[config.mk]
export PLATFORM = sky130hd
export DESIGN_NAME = cache_mem_arbiter
export DESIGN_NICKNAME = d
export VERILOG_FILES = /design/src/rtl/cache_mem_arbiter_pkg.sv /design/src/rtl/cache_mem_arbiter_fair.sv /design/src/rtl/cache_mem_arbiter.sv
export SDC_FILE = /design/constraint.sdc
export NUM_CORES = 1
export LEC_CHECK = 0
export ABC_AREA = 1
export CAP_MARGIN = 20
export CORE_AREA = 2 2 285 287
export CTS_CLUSTER_SIZE = 14
export DETAILED_ROUTE_END_ITERATION = 8
export DIE_AREA = 0 0 287 289
export GPL_TIMING_DRIVEN = 0
export PLACE_DENSITY_LB_ADDON = 0.15
export SYNTH_ARGS = -nofsm -noshare
export SYNTH_HDL_FRONTEND = slang
export SYNTH_SLANG_ARGS = --single-unit
[constraint.sdc]
create_clock -name clk -period 2.1 [get_ports clk]
set_clock_uncertainty 0.2 [all_clocks]
set_input_delay 0.42 -clock clk [delete_from_list [all_inputs] [get_ports clk]]
set_output_delay 0.42 -clock clk [all_outputs]
set_load 0.01 [all_outputs]
[src/rtl/cache_mem_arbiter_pkg.sv]
`default_nettype none
// +-----------------------------------------------------------------------+
// | cache_mem_arbiter_pkg: shared encodings and default widths for the    |
// | I/D cache memory-port arbiter.                                        |
// | Revision: 1.0                                                         |
// +-----------------------------------------------------------------------+
package cache_mem_arbiter_pkg;

  localparam int unsigned DEF_ADDR_W = 28;
  localparam int unsigned DEF_LINE_W = 128;

  localparam logic [1:0] IDLE    = 2'd0;
  localparam logic [1:0] GRANT_I = 2'd1;
  localparam logic [1:0] GRANT_D = 2'd2;
  localparam logic [1:0] RELEASE = 2'd3;

  localparam logic [1:0] OWNER_NONE = 2'b00;
  localparam logic [1:0] OWNER_I    = 2'b01;
  localparam logic [1:0] OWNER_D    = 2'b10;

endpackage
`default_nettype wire

[src/rtl/cache_mem_arbiter_fair.sv]
`default_nettype none
// +-----------------------------------------------------------------------+
// | arb_fair_counter: counts back-to-back D grants taken while I waits    |
// | and forces an I grant once the limit is reached.                      |
// | Revision: 1.0                                                         |
// +-----------------------------------------------------------------------+
module arb_fair_counter #(
  parameter int unsigned MAX_D_CONSEC = 2
) (
  input  logic clk,
  input  logic rst,
  input  logic i_pend_i,
  input  logic d_pend_i,
  input  logic i_grant_i,
  input  logic d_grant_i,
  output logic force_i_o
);

  localparam int unsigned   CNT_W = 4;
  localparam logic [CNT_W-1:0] C_MAX = CNT_W'(MAX_D_CONSEC);

  logic [CNT_W-1:0] consec_q;
  logic [CNT_W-1:0] consec_d;

  // A D grant with no I waiting breaks the streak; otherwise it saturates.
  always_comb begin
    consec_d = consec_q;
    if (i_grant_i) begin
      consec_d = '0;
    end else if (d_grant_i) begin
      if (!i_pend_i) begin
        consec_d = '0;
      end else if (consec_q != C_MAX) begin
        consec_d = consec_q + 4'd1;
      end
    end
  end

  always_ff @(posedge clk or negedge rst) begin
    if (!rst) begin
      consec_q <= '0;
    end else begin
      consec_q <= consec_d;
    end
  end

  assign force_i_o = i_pend_i & d_pend_i & (consec_q == C_MAX);

endmodule
`default_nettype wire

[src/rtl/cache_mem_arbiter.sv]
`default_nettype none
// +-----------------------------------------------------------------------+
// | cache_mem_arbiter: shares one memory port between I-cache and D-cache |
// | with fixed D priority and a bounded I starvation guard.               |
// | Revision: 1.0                                                         |
// +-----------------------------------------------------------------------+
module cache_mem_arbiter
  import cache_mem_arbiter_pkg::*;
#(
  parameter int unsigned ADDR_W       = DEF_ADDR_W,
  parameter int unsigned LINE_W       = DEF_LINE_W,
  parameter int unsigned MAX_D_CONSEC = 2
) (
  input  logic              clk,
  input  logic              rst,
  input  logic              i_read,
  input  logic [ADDR_W-1:0] i_addr,
  output logic [LINE_W-1:0] i_rdata,
  output logic              i_ready,
  input  logic              d_read,
  input  logic              d_write,
  input  logic [ADDR_W-1:0] d_addr,
  input  logic [LINE_W-1:0] d_wdata,
  output logic [LINE_W-1:0] d_rdata,
  output logic              d_ready,
  output logic              mem_read,
  output logic              mem_write,
  output logic [ADDR_W-1:0] mem_addr,
  output logic [LINE_W-1:0] mem_wdata,
  input  logic [LINE_W-1:0] mem_rdata,
  input  logic              mem_ready,
  output logic [1:0]        owner,
  output logic              proto_err
);

  logic [1:0] state_q;
  logic [1:0] state_d;

  logic i_pend;
  logic d_pend;
  logic force_i;
  logic take_i;
  logic take_d;
  logic done_i;
  logic done_d;

  logic              mem_read_q;
  logic              mem_write_q;
  logic [ADDR_W-1:0] mem_addr_q;
  logic [LINE_W-1:0] mem_wdata_q;
  logic [LINE_W-1:0] i_rdata_q;
  logic [LINE_W-1:0] d_rdata_q;
  logic              i_ready_q;
  logic              d_ready_q;
  logic              proto_err_q;

  assign i_pend = i_read;
  assign d_pend = d_read | d_write;

  arb_fair_counter #(
    .MAX_D_CONSEC (MAX_D_CONSEC)
  ) u_fair (
    .clk       (clk),
    .rst       (rst),
    .i_pend_i  (i_pend),
    .d_pend_i  (d_pend),
    .i_grant_i (take_i),
    .d_grant_i (take_d),
    .force_i_o (force_i)
  );

  always_ff @(posedge clk or negedge rst) begin
    if (!rst) begin
      state_q <= IDLE;
    end else begin
      state_q <= state_d;
    end
  end

  always_comb begin
    state_d = state_q;
    unique case (state_q)
      IDLE: begin
        if (take_d) begin
          state_d = GRANT_D;
        end else if (take_i) begin
          state_d = GRANT_I;
        end
      end
      GRANT_I, GRANT_D: begin
        if (mem_ready) begin
          state_d = RELEASE;
        end
      end
      RELEASE: state_d = IDLE;
      default: state_d = IDLE;
    endcase
  end

  // Grant decisions exist only in IDLE; mem_ready counts only inside a grant.
  always_comb begin
    owner  = OWNER_NONE;
    take_i = 1'b0;
    take_d = 1'b0;
    done_i = 1'b0;
    done_d = 1'b0;
    unique case (state_q)
      IDLE: begin
        take_i = i_pend & (~d_pend | force_i);
        take_d = d_pend & ~force_i;
      end
      GRANT_I: begin
        owner  = OWNER_I;
        done_i = mem_ready;
      end
      GRANT_D: begin
        owner  = OWNER_D;
        done_d = mem_ready;
      end
      default: owner = OWNER_NONE;
    endcase
  end

  always_ff @(posedge clk or negedge rst) begin
    if (!rst) begin
      mem_read_q  <= 1'b0;
      mem_write_q <= 1'b0;
      mem_addr_q  <= '0;
      mem_wdata_q <= '0;
      i_rdata_q   <= '0;
      d_rdata_q   <= '0;
      i_ready_q   <= 1'b0;
      d_ready_q   <= 1'b0;
      proto_err_q <= 1'b0;
    end else begin
      if (take_i) begin
        mem_read_q  <= 1'b1;
        mem_write_q <= 1'b0;
        mem_addr_q  <= i_addr;
      end else if (take_d) begin
        // A simultaneous read+write request is served as the write-back.
        mem_read_q  <= ~d_write;
        mem_write_q <= d_write;
        mem_addr_q  <= d_addr;
        mem_wdata_q <= d_wdata;
      end else if (done_i | done_d) begin
        mem_read_q  <= 1'b0;
        mem_write_q <= 1'b0;
      end

      i_ready_q <= done_i;
      d_ready_q <= done_d;

      if (done_i) begin
        i_rdata_q <= mem_rdata;
      end
      if (done_d && mem_read_q) begin
        d_rdata_q <= mem_rdata;
      end

      if (d_read && d_write) begin
        proto_err_q <= 1'b1;
      end
    end
  end

  assign mem_read  = mem_read_q;
  assign mem_write = mem_write_q;
  assign mem_addr  = mem_addr_q;
  assign mem_wdata = mem_wdata_q;
  assign i_rdata   = i_rdata_q;
  assign d_rdata   = d_rdata_q;
  assign i_ready   = i_ready_q;
  assign d_ready   = d_ready_q;
  assign proto_err = proto_err_q;

endmodule
`default_nettype wire
# Word level (Yosys, flattened, before mapping)

Index checks and enable logic that the tools add are counted.
W data, S select, Z words.

Add/sub/neg operators: 1
Multipliers: 0
Div/mod/pow operators: 0
Order comparisons: 0
Equal/unequal tests: 8
Shifts and indexed selects: 0
Multiplexer cells: 20
Bitwise gates (word level): 11
Reduce and logical (&&, ||, !) cells: 9

Operator list:

| kind                  | number |
|---|---|
| $mux W28              | 2 |
| $mux W4               | 4 |
| $mux W1               | 9 |
| $mux W2               | 3 |
| $pmux W2 S3           | 1 |
| $reduce_and A2 Y1     | 3 |
| $add A4 B1 Y4 const B | 1 |
| $and A1 B1 Y1         | 4 |
| $eq A2 B2 Y1 const B  | 2 |
| $eq A4 B2 Y1 const B  | 1 |
| $ne A4 B2 Y1 const B  | 1 |
| $not A1 Y1            | 4 |
| $pmux W2 S2           | 1 |
| $ne A3 B1 Y1 const B  | 1 |
| $ne A3 B3 Y1 const B  | 1 |
| $or A1 B1 Y1          | 3 |
| $reduce_bool A3 Y1    | 1 |
| $eq A2 B1 Y1 const B  | 1 |
| $logic_and A1 B1 Y1   | 2 |
| $logic_not A2 Y1      | 1 |
| $ne A2 B2 Y1 const B  | 1 |
| $reduce_bool A2 Y1    | 1 |
| $reduce_or A2 Y1      | 1 |

Flip-flop bits (word level): 423
Bits in latches: 0
Bits in writable memories: 0
ROM bits: 0
Bits of input ports: 318
Output and inout port bits: 419
Memories: 0

# Longest topological paths before layout

Depth in word-level cells: 9
Gate-level depth with buffers: 12
Depth with buffers taken out: 10

# Modules after synthesis

Synthesis repeated with hierarchy kept, for this count alone.

Cells, all modules: 1,739
Area total of the unflattened synthesis: 16,125.5 sq um

Modules (own cells, without submodules):

| module            | times used | cells an instance | area each (sq um) |
|---|---|---|---|
| cache_mem_arbiter | 1          | 1,698             | 15,813.9 |
| arb_fair_counter  | 1          | 41                | 311.5 |

# Worst setup path before layout

OpenSTA, ideal clock, no wires.

Kind: reg-to-reg
Start point: register state_q[0]
End point: register mem_addr_q[17] (netlist: mem_addr[17])
Library setup time: 0.117 ns
Data arrival time: 1.402 ns
Required time: 1.783 ns
Setup slack: 0.380 ns
Cell stages (with the launch flop): 10
Path buffers: 2
Clock period less this slack: 1.720 ns
Cells stage by stage: dfrtp_1 > inv_1 > ha_1 > nand2_1 > inv_2 > buf_4 > buf_2 > nand3_1 > nand3_1 > nand2_1

Longest elaborated chain between the ends: 3
Elaborated cells on any way between the ends: 5
Classes of those cells: mux (3); reduce/logical (2)

RTL lines:

| item                                           | RTL line                 | RTL |
|---|---|---|
| start: declaration                             | cache_mem_arbiter.sv:36  | `logic [1:0] state_q;` |
| start signal: assignment                       | cache_mem_arbiter.sv:76  | `state_q <= state_d;` |
| $logic_not A2 Y1 *                             | cache_mem_arbiter.sv:107 | `unique case (state_q)` |
| $mux W1                                        | cache_mem_arbiter.sv:107 |  |
| $mux W28 or $reduce_bool A2 Y1 (tied branches) | --                       |  |
| end signal: assignment                         | cache_mem_arbiter.sv:139 | `mem_addr_q <= i_addr;` |
| end signal: assignment                         | cache_mem_arbiter.sv:144 | `mem_addr_q <= d_addr;` |
| end: declaration                               | cache_mem_arbiter.sv:49  | `logic [ADDR_W-1:0] mem_addr_q;` |

Every way passes the cells marked *; elsewhere a longest branch is shown, timed or not.
A chain may end at the register's enable or synchronous reset.

# Final worst setup path

Start point: register state_q[0]
End point: output owner[0]

Longest elaborated chain between the ends: 2
Elaborated cells on any way between the ends: 3
Classes of those cells: eq/ne (2); mux (1)

RTL lines:

| item                                         | RTL line                 | RTL |
|---|---|---|
| $eq A2 B2 Y1 or $eq A2 B1 Y1 (tied branches) | cache_mem_arbiter.sv:107 |  |
| $pmux W2 S2 *                                | cache_mem_arbiter.sv:107 |  |
| end: declaration                             | cache_mem_arbiter.sv:32  | `output logic [1:0] owner,` |

Marked as above.

==> qor.csv <==
metric;value;unit
status;complete, but fails checks;
violations;negative hold slack;
synth_fp_nets;2133;
drv_slew;0;
pwr-share-clk;23.4;%
arrival;1.40;ns
clk_path_buf_depth;3;
routabilityCongestion;0.873;
portBuffers;736;
powerDensity;1490;nW/um^2
r2r_start;state_q[1]$_DFFE_PN0P_;
power.share.sequential;35.7;%
reg2reg_depth;8;
nets;2931;
dieArea;82900;um^2
initial_core_util;20.5;%
power_switching;15.3;mW
finalSetupViolCount;0;
dpl.hpwl;55200;um
startpoint;state_q[0]$_DFFE_PN0P_;
finalCritPeriodShare;96.1;%
wl_per_cell;19.4;um
finalWorstSetupSlack;0.0829;ns
vias_per_cell;4.05;
synth_ff_type;dfrtp_1;
ant_nets;0;
cellLeakagePower;14.2;nW
slew-limit-headroom;38.3;%
wirelength;71900;um
cts.reportedPaths.clkPinSlew;0.06;ns
detail_route.drc_violations;0;
synth_edf_count;0;
grtUsageTotal;16.7;%
rows;104;
antenna_found_initial;9;
crit_path_start_kind;flop;
period_needed;2.02;ns
grt_pass1_vias;15500;
grt_pass1_wl;104000;um
fillers;8444;
combPwrFrac;40.8;%
ys_types;24;
layout_commonest_cell;nand2_1;
netSwitchingFraction;38.4;%
yosys_warnings;0;
syn_inst;1808;
via_count;15000;
max-cap-violations;0;
clk_latency;0.60;ns
crit_type;reg2out;
async_flop_share;100;%
crit_required;1.48;ns
drive_gt1_share;7.85;%
critPathMaxFanout;3;
fin_setup_tns;0;ns
synth-seq-cells;423;
area_growth;63.0;%
grt_setup_unrepaired;yes;
grt_max_degree;114;
crit_slowest_cell;dfrtp_1;
cts_buffers;52;
htreeDepth;2;
max_freq;496;MHz
worstMarginPinSlew;0.926;ns
hold_violations;111;
cts_root_buffer;clkbuf_16;
syn_area_per_cell;9.08;um^2
boundaryPins;737;
crit_path_end_kind;primary output;
coreArea;79900;um^2
preCtsSetupSlack;-0.975;ns
drt-pass1-iter-count;5;
die_y;289;um
grt-ovfl-total;0;
holdWs;-0.318;ns
p_int;24.5;mW
synth-seq-area-share;64.5;%
die_w;287;um
clock-sinks;423;
peakVddDrop;0.640;mV
critical-path-max-stage-delay;0.41;ns
cts_tree;done;
timing.hold.worst.class;in2async;
critical_path.most_common_cell;buf_6;
path_cells;buf_6 -> ha_4 -> buf_6;
final_cell_mix;nand2_1, dfrtp_1, dlygate4sd2_1, clkdlybuf4s50_1, o21ai_0;
drtIter0Drc;706;
netlist_area;16400;um^2
-- cells in the mapped netlist, types with 2 or more instances --
cell      instances  share of area [%]
xor2_1            2               0.11
a21o_1            2              0.091
ha_1              7               0.53
buf_4            18               0.82
buf_1             2              0.046
inv_1           194                4.4
o21ai_0         260                7.9
nand2_1         747                 17
nand3_1          59                1.8
inv_2             4              0.091
clkbuf_1         37               0.85
buf_2            41                1.3
dfrtp_1         423                 64
nand2_2           2              0.076
-- final cells by class --
| class | count | area (um^2) | area share, % |
|---|---|---|---|
| well taps | 1060 | 1330 | 4.96 |
| diodes | 5 | 12.5 | 0.0468 |
| repair buffers | 745 | 6980 | 26.1 |
| clock inverters | 15 | 188 | 0.702 |
| plain buffers | 98 | 677 | 2.53 |
| inverters | 199 | 747 | 2.79 |
| multi-input cells | 1087 | 4620 | 17.3 |
| clock buffers | 82 | 1610 | 6.00 |
| flip-flops and latches | 423 | 10600 | 39.6 |
-- worst max-delay path: cells and delay by family (launching register included) --
| family | cells | cell delay [ns] |
|---|---|---|
| adder cells (fa/ha/maj) | 1 | 0.14 |
| buffers and inverters | 2 | 0.25 |
| flip-flops | 1 | 0.41 |
-- power by group through the flow --
stage | Sequential, mW | Combinational [mW] | Clock (mW)
3_3_place_gp | 14.4 | 18.9 | 0
5_1_grt | 14.7 | 18.0 | 10.0
4_1_cts | 14.2 | 16.5 | 9.68
6_report | 14.2 | 16.2 | 9.32
3_5_place_dp | 14.4 | 19.0 | 0
2_1_floorplan | 16.0 | 5.16 | 0
-- path summary, 6_finish.rpt --
path / end / slack [ns]
worst max-delay path: owner[0] / 0.08
worst min-delay path: i_rdata[91]$_DFFE_PN0P_ / -0.32
worst max register to register: d_rdata[93]$_DFFE_PN0P_ / 0.16
worst min register to register: proto_err$_DFFE_PN0P_ / 0.26
max in group asynchronous: d_rdata[56]$_DFFE_PN0P_ / 0.33
min in group clk: mem_wdata[116]$_DFFE_PN0P_ / 0.16
-- state kept, by name, indices dropped and copies added, names as in the netlist --
name / flops
u_fair.consec_q: 4
i_rdata: 128
mem_read: 1
proto_err: 1
mem_addr: 28
mem_write: 1
state_q: 2
mem_wdata: 128
i_ready: 1
d_ready: 1
d_rdata: 128
-- repair_timing --
item / in CTS / in global routing
pin swaps: 0 / 1
hold endpoints to repair: 111 / 111
setup endpoints to repair: 687 / 365
resized for setup: 490 / 47
setup buffers: 3 / 3
-- metal layers --
layer	vias up	track usage, %	share of wire, %
met2	482	29.4	51
met4	8	4.31	2.1
met5	-	0	0.072
met3	90	5.31	7.9
met1	7275	19.7	39
li1	7186	-	-
-- kinds of logic (layout without fill, tap and decap cells) --
logic type               Yosys count  count (layout)  synth area share, %
AND/OR/NAND/NOR                  813             813                 19.1
XOR/XNOR                           2               2                0.107
adder cells (fa/ha/maj)            7               7                0.534
flip-flops                       423             423                 64.5
buffers and inverters            298            1139                 7.58
other                              0               5                    0
AO/OA/AOI/OAI                    265             265                 8.13
-- metrics by stage --
stage	hold slack [ns]	instance area [um^2]	utilization, %	instances	power, mW
after floorplan	-0.0756	16400	-	1808	21.2
final	-0.318	26700	33.5	3714	39.8
after detailed placement	0.244	25200	31.5	3607	33.4
after CTS	-0.302	26600	33.3	3706	40.4
after global routing	-0.274	26700	33.5	3712	42.7
after global placement	0.243	25100	31.4	3604	33.3
Power figures use the tool's default switching activity.
